`src/rtl/mc_ctrl_fsm.sv`:
```
// ---------------------------------------------------------------------------
// mc_ctrl_fsm - multi-cycle MIPS main controller
//
// Steps each instruction through FETCH / DECODE / EXEC / MEM / WB and drives
// every datapath write enable and mux select. Only the state is registered.
// All outputs are decoded combinationally from state, Op, Funct and Zero.
//
// Parameters
//   ILLEGAL_AS_NOP 1: an undecodable instruction pulses Illegal and returns
//                     to FETCH; 0: the controller parks in HALT until rst.
//
// Ports
//   clk, rst       clock; synchronous active-high reset
//   Op, Funct      IR[31:26], IR[5:0]
//   Zero           ALU result == 0 (only looked at in EXEC)
//   PCWrite/NPCOp  PC load enable / next-PC select (00 +4, 01 br, 10 j, 11 rs)
//   IRWrite        IR load enable
//   MemWrite       data memory write enable
//   RegWrite       register file write enable
//   RegDst/WDSel   write register select / write data select
//   EXTOp          1 sign-extend imm16, 0 zero-extend
//   ALUSrcA/B      A: 0 rs, 1 shamt;  B: 0 rt, 1 extended imm
//   ALUOp          ALU operation code (ALU_* below)
//   InsDone        pulse in the last cycle of every instruction
//   Illegal        pulse in DECODE for an undecodable Op/Funct
//   Halted         high while in HALT
// ---------------------------------------------------------------------------
module mc_ctrl_fsm #(
    parameter bit ILLEGAL_AS_NOP = 1'b1
) (
    input  logic       clk,
    input  logic       rst,
    input  logic [5:0] Op,
    input  logic [5:0] Funct,
    input  logic       Zero,
    output logic       PCWrite,
    output logic [1:0] NPCOp,
    output logic       IRWrite,
    output logic       MemWrite,
    output logic       RegWrite,
    output logic [1:0] RegDst,
    output logic [1:0] WDSel,
    output logic       EXTOp,
    output logic       ALUSrcA,
    output logic       ALUSrcB,
    output logic [3:0] ALUOp,
    output logic       InsDone,
    output logic       Illegal,
    output logic       Halted
);

    // ALU operation codes shared with the datapath ALU
    localparam logic [3:0] ALU_NOP  = 4'd0;
    localparam logic [3:0] ALU_ADD  = 4'd1;
    localparam logic [3:0] ALU_SUB  = 4'd2;
    localparam logic [3:0] ALU_AND  = 4'd3;
    localparam logic [3:0] ALU_OR   = 4'd4;
    localparam logic [3:0] ALU_XOR  = 4'd5;
    localparam logic [3:0] ALU_NOR  = 4'd6;
    localparam logic [3:0] ALU_SLT  = 4'd7;
    localparam logic [3:0] ALU_SLTU = 4'd8;
    localparam logic [3:0] ALU_SLL  = 4'd9;
    localparam logic [3:0] ALU_SRL  = 4'd10;
    localparam logic [3:0] ALU_SRA  = 4'd11;
    localparam logic [3:0] ALU_LUI  = 4'd12;

    typedef enum logic [2:0] {
        S_FETCH  = 3'd0,
        S_DECODE = 3'd1,
        S_EXEC   = 3'd2,
        S_MEM    = 3'd3,
        S_WB     = 3'd4,
        S_HALT   = 3'd5
    } state_t;

    state_t r_state;
    state_t w_next;

    // ---------------- instruction decode ----------------
    logic       w_rtype;      // R-type ALU op (jr excluded)
    logic       w_shamt;      // sll/srl/sra take shamt on port A
    logic [3:0] w_r_alu;
    logic       w_jr, w_lw, w_sw, w_beq, w_bne, w_addi, w_andi, w_ori;
    logic       w_slti, w_lui, w_j, w_jal;
    logic       w_itype;      // immediate on port B in EXEC
    logic       w_sext;
    logic       w_legal;

    always_comb begin
        w_rtype = 1'b0;
        w_shamt = 1'b0;
        w_r_alu = ALU_NOP;
        if (Op == 6'b000000) begin
            w_rtype = 1'b1;
            case (Funct)
                6'b100000: w_r_alu = ALU_ADD;
                6'b100010: w_r_alu = ALU_SUB;
                6'b100100: w_r_alu = ALU_AND;
                6'b100101: w_r_alu = ALU_OR;
                6'b100110: w_r_alu = ALU_XOR;
                6'b100111: w_r_alu = ALU_NOR;
                6'b101010: w_r_alu = ALU_SLT;
                6'b101011: w_r_alu = ALU_SLTU;
                6'b000000: begin w_r_alu = ALU_SLL; w_shamt = 1'b1; end
                6'b000010: begin w_r_alu = ALU_SRL; w_shamt = 1'b1; end
                6'b000011: begin w_r_alu = ALU_SRA; w_shamt = 1'b1; end
                6'b000100: w_r_alu = ALU_SLL;
                6'b000110: w_r_alu = ALU_SRL;
                6'b000111: w_r_alu = ALU_SRA;
                default:   w_rtype = 1'b0;
            endcase
        end
    end

    assign w_jr    = (Op == 6'b000000) && (Funct == 6'b001000);
    assign w_lw    = (Op == 6'b100011);
    assign w_sw    = (Op == 6'b101011);
    assign w_beq   = (Op == 6'b000100);
    assign w_bne   = (Op == 6'b000101);
    assign w_addi  = (Op == 6'b001000);
    assign w_andi  = (Op == 6'b001100);
    assign w_ori   = (Op == 6'b001101);
    assign w_slti  = (Op == 6'b001010);
    assign w_lui   = (Op == 6'b001111);
    assign w_j     = (Op == 6'b000010);
    assign w_jal   = (Op == 6'b000011);
    assign w_itype = w_addi | w_andi | w_ori | w_slti | w_lui | w_lw | w_sw;
    assign w_sext  = w_addi | w_slti | w_lw | w_sw | w_beq | w_bne;
    assign w_legal = w_rtype | w_jr | w_itype | w_beq | w_bne | w_j | w_jal;

    // ---------------- outputs and next state ----------------
    always_comb begin
        PCWrite  = 1'b0;
        NPCOp    = 2'b00;
        IRWrite  = 1'b0;
        MemWrite = 1'b0;
        RegWrite = 1'b0;
        RegDst   = 2'b00;
        WDSel    = 2'b00;
        EXTOp    = 1'b0;
        ALUSrcA  = 1'b0;
        ALUSrcB  = 1'b0;
        ALUOp    = ALU_NOP;
        InsDone  = 1'b0;
        Illegal  = 1'b0;
        Halted   = 1'b0;
        w_next   = r_state;

        case (r_state)
            S_FETCH: begin
                IRWrite = 1'b1;
                PCWrite = 1'b1;
                w_next  = S_DECODE;
            end
            S_DECODE: begin
                EXTOp = w_sext;
                if (w_j || w_jal) begin
                    PCWrite = 1'b1;
                    NPCOp   = 2'b10;
                    InsDone = 1'b1;
                    w_next  = S_FETCH;
                    if (w_jal) begin
                        // link: PC already holds PC+4 after FETCH
                        RegWrite = 1'b1;
                        RegDst   = 2'b10;
                        WDSel    = 2'b10;
                    end
                end else if (w_jr) begin
                    PCWrite = 1'b1;
                    NPCOp   = 2'b11;
                    InsDone = 1'b1;
                    w_next  = S_FETCH;
                end else if (!w_legal) begin
                    Illegal = 1'b1;
                    InsDone = 1'b1;
                    w_next  = ILLEGAL_AS_NOP ? S_FETCH : S_HALT;
                end else begin
                    w_next = S_EXEC;
                end
            end
            S_EXEC: begin
                EXTOp  = w_sext;
                w_next = S_WB;
                if (w_beq || w_bne) begin
                    ALUOp   = ALU_SUB;
                    NPCOp   = 2'b01;
                    PCWrite = w_beq ? Zero : ~Zero;
                    InsDone = 1'b1;
                    w_next  = S_FETCH;
                end else if (w_rtype) begin
                    ALUOp   = w_r_alu;
                    ALUSrcA = w_shamt;
                end else begin
                    ALUSrcB = 1'b1;
                    if (w_andi)      ALUOp = ALU_AND;
                    else if (w_ori)  ALUOp = ALU_OR;
                    else if (w_slti) ALUOp = ALU_SLT;
                    else if (w_lui)  ALUOp = ALU_LUI;
                    else             ALUOp = ALU_ADD;   // addi, lw, sw
                    if (w_lw || w_sw) w_next = S_MEM;
                end
            end
            S_MEM: begin
                if (w_sw) begin
                    MemWrite = 1'b1;
                    InsDone  = 1'b1;
                    w_next   = S_FETCH;
                end else begin
                    w_next = S_WB;
                end
            end
            S_WB: begin
                RegWrite = 1'b1;
                InsDone  = 1'b1;
                RegDst   = w_rtype ? 2'b01 : 2'b00;
                WDSel    = w_lw ? 2'b01 : 2'b00;
                w_next   = S_FETCH;
            end
            S_HALT: begin
                Halted = 1'b1;
            end
            default: w_next = S_FETCH;
        endcase

        // Reset abandons the current instruction: nothing may be written.
        if (rst) begin
            PCWrite  = 1'b0;
            NPCOp    = 2'b00;
            IRWrite  = 1'b0;
            MemWrite = 1'b0;
            RegWrite = 1'b0;
            RegDst   = 2'b00;
            WDSel    = 2'b00;
            EXTOp    = 1'b0;
            ALUSrcA  = 1'b0;
            ALUSrcB  = 1'b0;
            ALUOp    = ALU_NOP;
            InsDone  = 1'b0;
            Illegal  = 1'b0;
            Halted   = 1'b0;
            w_next   = S_FETCH;
        end
    end

    always_ff @(posedge clk) begin
        if (rst) r_state <= S_FETCH;
        else     r_state <= w_next;
    end

endmodule

```
`config.mk`:
```
export PLATFORM = sky130hd
export DESIGN_NAME = mc_ctrl_fsm
export DESIGN_NICKNAME = d
export VERILOG_FILES = /design/src/rtl/mc_ctrl_fsm.sv
export SDC_FILE = /design/constraint.sdc
export NUM_CORES = 1
export LEC_CHECK = 0
export CAP_MARGIN = 30
export CORE_UTILIZATION = 42
export DETAILED_ROUTE_END_ITERATION = 8
export PLACE_DENSITY = 0.78
export SLEW_MARGIN = 20
export SYNTH_ARGS = -nofsm -noshare
export SYNTH_HDL_FRONTEND = slang
export SYNTH_SLANG_ARGS = --single-unit
```
`constraint.sdc`:
```
create_clock -name clk -period 2.5 [get_ports clk]
set_input_delay 0.375 -clock clk [delete_from_list [all_inputs] [get_ports clk]]
set_output_delay 0.375 -clock clk [all_outputs]
set_load 0.02 [all_outputs]
```
Yosys cells after proc, flatten, opt, wreduce, memory -nomap -nowiden
Index checks and enable logic that the tools add are counted.
{"block": "classes", "n_eq_ne": 30, "n_mux": 72, "n_bitwise": 18, "n_reduce_logical": 13}
{"operator": "6-bit equality test, second input constant", "n": 10}
{"operator": "4-bit case mux with 11 select lines", "n": 1}
{"operator": "1-bit two-way mux", "n": 41}
{"operator": "6-bit by 4-bit equality test with 1-bit output, second input constant", "n": 6}
{"operator": "4-bit two-way mux", "n": 9}
{"operator": "6-bit by 3-bit equality test with 1-bit output, second input constant", "n": 5}
{"operator": "6-bit by 2-bit equality test with 1-bit output, second input constant", "n": 4}
{"operator": "2-bit two-way mux", "n": 10}
{"operator": "1-bit bitwise OR", "n": 17}
{"operator": "3-bit case mux with 5 select lines", "n": 1}
{"operator": "14-bit OR reduction", "n": 1}
{"operator": "6-bit logical NOT", "n": 2}
{"operator": "3-bit two-way mux", "n": 4}
{"operator": "2-bit case mux with 2 select lines", "n": 3}
{"operator": "2-bit OR reduction", "n": 4}
{"operator": "3-bit by 2-bit equality test with 1-bit output, second input constant", "n": 2}
{"operator": "3-bit equality test, second input constant", "n": 2}
{"operator": "1-bit case mux with 4 select lines", "n": 1}
{"operator": "3-bit by 1-bit equality test with 1-bit output, second input constant", "n": 1}
{"operator": "3-bit logical NOT", "n": 1}
{"operator": "1-bit logical OR", "n": 3}
{"operator": "1-bit case mux with 3 select lines", "n": 1}
{"operator": "3-bit OR reduction", "n": 1}
{"operator": "1-bit case mux with 2 select lines", "n": 1}
{"operator": "other kinds (2)", "n": 2}
{"block": "word_totals", "register_bits": 3, "output_inout_bits": 20, "elab_cells": 134}

Logic depth before layout (Yosys ltp)
{"block": "logic_depth", "ltp_word": 17, "depth_mapped": 5, "mapped_depth_nobuf": 4}

Least setup slack after synthesis
OpenSTA, ideal clock, no wires.
{"block": "synth_timing", "path_type": "input port to output port", "start": "in Op[5]", "end": "out ALUSrcA", "arrival_time_ns": 1.907, "required_ns": 2.125, "setup_slack_ns": 0.218, "path_stages": 5, "path_buffers": 1, "path_cell_list": "buf_2 or4_4 nor4_4 nand2_2 nor4_2"}
{"block": "synth_via", "elab_chain_cells": 6, "word_cells_on_any_way": 10, "cone_classes": "eq/ne: 2; mux: 6; reduce/logical: 2"}
{"item": "start, declared", "line": "33", "text": "input logic [5:0] Op,"}
{"item": "6-bit logical NOT", "line": "93", "text": "if (Op == 6'b000000) begin"}
{"item": "1-bit two-way mux", "line": "93"}
{"item": "1-bit two-way mux", "line": "190", "text": "end else if (w_rtype) begin"}
{"item": "1-bit two-way mux *", "line": "184", "text": "if (w_beq || w_bne) begin"}
{"item": "1-bit two-way mux *", "line": "149", "text": "case (r_state)"}
{"item": "1-bit two-way mux *", "line": "226", "text": "if (rst) begin"}
{"item": "end, declared", "line": "44", "text": "output logic ALUSrcA,"}
Every way passes the cells marked *; elsewhere a longest branch is shown, timed or not.

Worst setup path after layout
{"block": "layout_timing", "start": "in Op[3]", "end": "out InsDone"}
{"block": "layout_via", "elab_chain_cells": 17, "word_cells_on_any_way": 35, "cone_classes": "eq/ne: 11; mux: 8; bitwise: 12; reduce/logical: 4"}
{"item": "6-bit by 4-bit equality test with 1-bit output, on equally long branches", "line": "120, 121"}
{"item": "1-bit bitwise OR (6 in a row)", "line": "127", "text": "assign w_itype = w_addi | w_andi | w_ori | w_slti | w_lui | w_lw | w_sw;"}
{"item": "1-bit bitwise OR (5 in a row)", "line": "129", "text": "assign w_legal = w_rtype | w_jr | w_itype | w_beq | w_bne | w_j | w_jal;"}
{"item": "1-bit two-way mux", "line": "173", "text": "end else if (!w_legal) begin"}
{"item": "1-bit two-way mux", "line": "168", "text": "end else if (w_jr) begin"}
{"item": "1-bit two-way mux", "line": "157", "text": "if (w_j || w_jal) begin"}
{"item": "1-bit case mux with 4 select lines *", "line": "149"}
{"item": "1-bit two-way mux *", "line": "226"}
{"item": "end, declared", "line": "47", "text": "output logic InsDone,"}
Marked as above.

==> out/results.txt <==
outcome: completed
power density of the placed cells: 221 nW/um^2
quantity of I/O buffers inserted on ports: 34
slew at the pin with the worst max-slew slack: 402 ps
worst clock skew on the final layout: 4.15 ps
power share of the sequential group: 16.2%
total count of max-transition violations in the final report: 0
fraction of layout instances using a drive strength above 1: 34.9%
Regs by FF count: r_state: 3 flops
min-delay src: r_state[1]
CTS H-tree depth: 1
global-route wire length before repair: 4.89 mm
area inside the core boundary: 1780 um^2
power spent charging and discharging nets: 0.000122 W
half-perimeter wire length of the detailed placement result: 2.35 mm
Hold/Removal Path Class: register to register
share of total power in combinational logic: 55.0%
Longest Clk Path Bufs: 2
largest net degree at the start of global routing: 13
Yosys top cell by area: dfxtp_1
post-layout total power: 0.000320 W
fin crit share: 98.8%
Hold-fix buffers, CTS: 0
number of violations of the max-capacitance limit: 0
Clk Tree Root Cell: clkbuf_4
Initial Util: 46.2%
count of inserted antenna diode cells: 0
pre-CTS worst setup slack: -603 ps
proportion of netlist area held by the largest area contributor: 7.29%
dpl cell area: 1380 um^2
final routed wire length divided by cell count: 14.8 um
vias in the first global route: 1126
number of detailed-route iterations in the first pass: 4
filler cell count in the final layout: 134
Remaining Overflow, GRT: 0
type of destination of the critical path: output pin
synthesized netlist net count: 142
number of antenna violations at the first check in global routing: 0
crit path launch: Op[3]
share of async-settable or async-resettable flops after synthesis: 0%
number of nets in the finished design: 205
vias per std cell: 5.78
number of rows in the core area: 15
total area of sequential cells: 60.1 um^2
WP data required: 2120 ps
achievable frequency: 405 MHz
Die ar.: 2140 um^2
EDFF count, synth: 0
die height: 46.3 um
non-filler instance count after layout: 214
DRC violations left: 0
reg2reg start: r_state[1]
multi-input logic area: 726 um^2
signal arrival time at the worst endpoint: 2090 ps
sequential share of the synthesized area: 7.29%
average footprint of a synthesized cell: 6.48 um^2
total of flip-flops plus latches after synthesis: 3
Main synth FF type: dfxtp_1
max_slew headroom: 73.2%
switching portion of total power: 38.1%
Vias: 1237
chip width: 46.3 um
unrepaired setup endpoints after global routing: true
total I/O pin count: 35
number of warning messages in the yosys log: 0
count of antenna-violating nets left after detailed routing: 0
cell total after placement: 207
Gate Count Post-Synth: 127
clock network latency to the later pin of the worst-skew pair: 240 ps
number of clock sinks: 3
sort of element at the start of the critical path: primary input
final setup margin: 30.9 ps
post-route cell area: 1440 um^2
routability congestion estimate from global placement: 0.844
leading post-synthesis cells by cell area: dfxtp_1 (7.3%), a21oi_1 (5.5%), nand2b_1 (5.3%)
max FFs per register: 3
final hold viol count: 0
Worst IR Drop VDD: 0.286 mV
Clock Pin Slew Worst Setup and Hold Paths: 40 ps
clock tree from TritonCTS: built
Post-Synthesis Cell Area: 823 um^2
Unique masters post-synth: 48
CTS buffer count: 3
overall fraction of global-route tracks in use: 31.0%
standby leakage power: 0.652 nW
Cell Int Power: 0.000198 W
Total Routed Length: 3.17 mm
Most flops, register: r_state
area growth from synthesis to final layout: 75.4%
final period demand of the worst path: 2470 ps
number of DRC markers after the initial detailed-route iteration: 40
biggest fanout along the worst timing path: 5
Final setup violation count: 0
proportion of power drawn by the clock network: 28.8%
final-layout setup total negative slack: 0 ps
Worst Setup Path Type: primary input to output pin
==> path summary, 6_finish.rpt <==
| check | endpoint | cells after the start | slack (ps) |
|---|---|---|---|
| min reg2reg | r_state[2] | 2 | 640 |
| max reg2reg | r_state[1] | 4 | 1220 |
| max | InsDone | 9 | 30 |
| min | r_state[2] | 2 | 640 |
==> cells in the final DEF, fill, tap and decap left out, types with 3 or more instances in the layout <==
master           count
dlygate4sd2_1       10
and2_1               3
nand2b_1             7
inv_1                5
a21oi_1              8
buf_6                3
nor2b_1              5
and3_1               3
o21ai_0              4
buf_2                7
buf_4               37
nor3_1               4
clkbuf_4             3
nand3_1              3
nor2_1              10
dfxtp_1              3
a211oi_1             3
clkdlybuf4s50_1     10
nand2_1             11
==> worst max-delay path, cell delays in order <==
cell	delay (ps)
dlygate4sd2_1	250
or4_4	570
nor4_4	140
buf_4	170
buf_4	110
buf_4	100
a221o_1	130
a31oi_1	80
buf_4	170
==> cell usage after synthesis, types with 3 or more instances <==
library cell  count
nor4b_1           3
nor2b_1           5
a21oi_1           9
dfxtp_1           3
inv_1             5
a211oi_1          3
clkbuf_1          9
o21ai_0           6
and2_1            3
nand2b_1          7
and3_1            3
nand3_1           3
nor2_1           11
nor3_1            4
nand2_1          11
==> metrics by stage <==
| step | hold WS (ps) | utilization, % |
|---|---|---|
| finish | 645 | 81.0 |
| global route | 671 | 81.0 |
| CTS | 623 | 79.2 |
| detailed placement | 617 | 77.5 |
| global placement | 595 | 77.5 |
| floorplan | 543 | - |
==> cell families after synthesis <==
kind of cell / count (synthesis) / share of synthesized area (%)
flip-flops: 3 / 7.30
AO/OA/AOI/OAI: 38 / 31.8
AND/OR/NAND/NOR: 66 / 48.2
XOR/XNOR: 2 / 2.13
buffers and inverters: 18 / 10.6
==> per-layer routing <==
layer	track usage, %	wire length (um)
met1	38.6	1290
met2	55.8	1660
met3	4.71	195
met4	5.88	27
met5	0	0
==> repair_timing <==
item / in CTS / in global routing
resized for setup: 68 / 12
endpoints found under the hold margin: 0 / 0
endpoints found under the setup margin: 18 / 13
pin swaps: 4 / 2
buffers inserted: 3 / 0
==> layout make-up <==
class,count,area share (%)
tap,25,2.17
multi-input combinational,106,50.3
sequential,3,4.16
inverter,5,1.30
clock buffer,4,1.82
timing repair buffer,71,40.3
==> power by group through the flow <==
stage / logic, W / registers, W / clock network (W)
2_1_floorplan: 0.0000842 / 0.0000522 / 0
3_3_place_gp: 0.000163 / 0.0000524 / 0
3_5_place_dp: 0.000167 / 0.0000525 / 0
4_1_cts: 0.000166 / 0.0000517 / 0.0000913
5_1_grt: 0.000189 / 0.0000519 / 0.0000957
6_report: 0.000176 / 0.0000518 / 0.0000921
No activity file was read; power rests on OpenSTA's default activity.
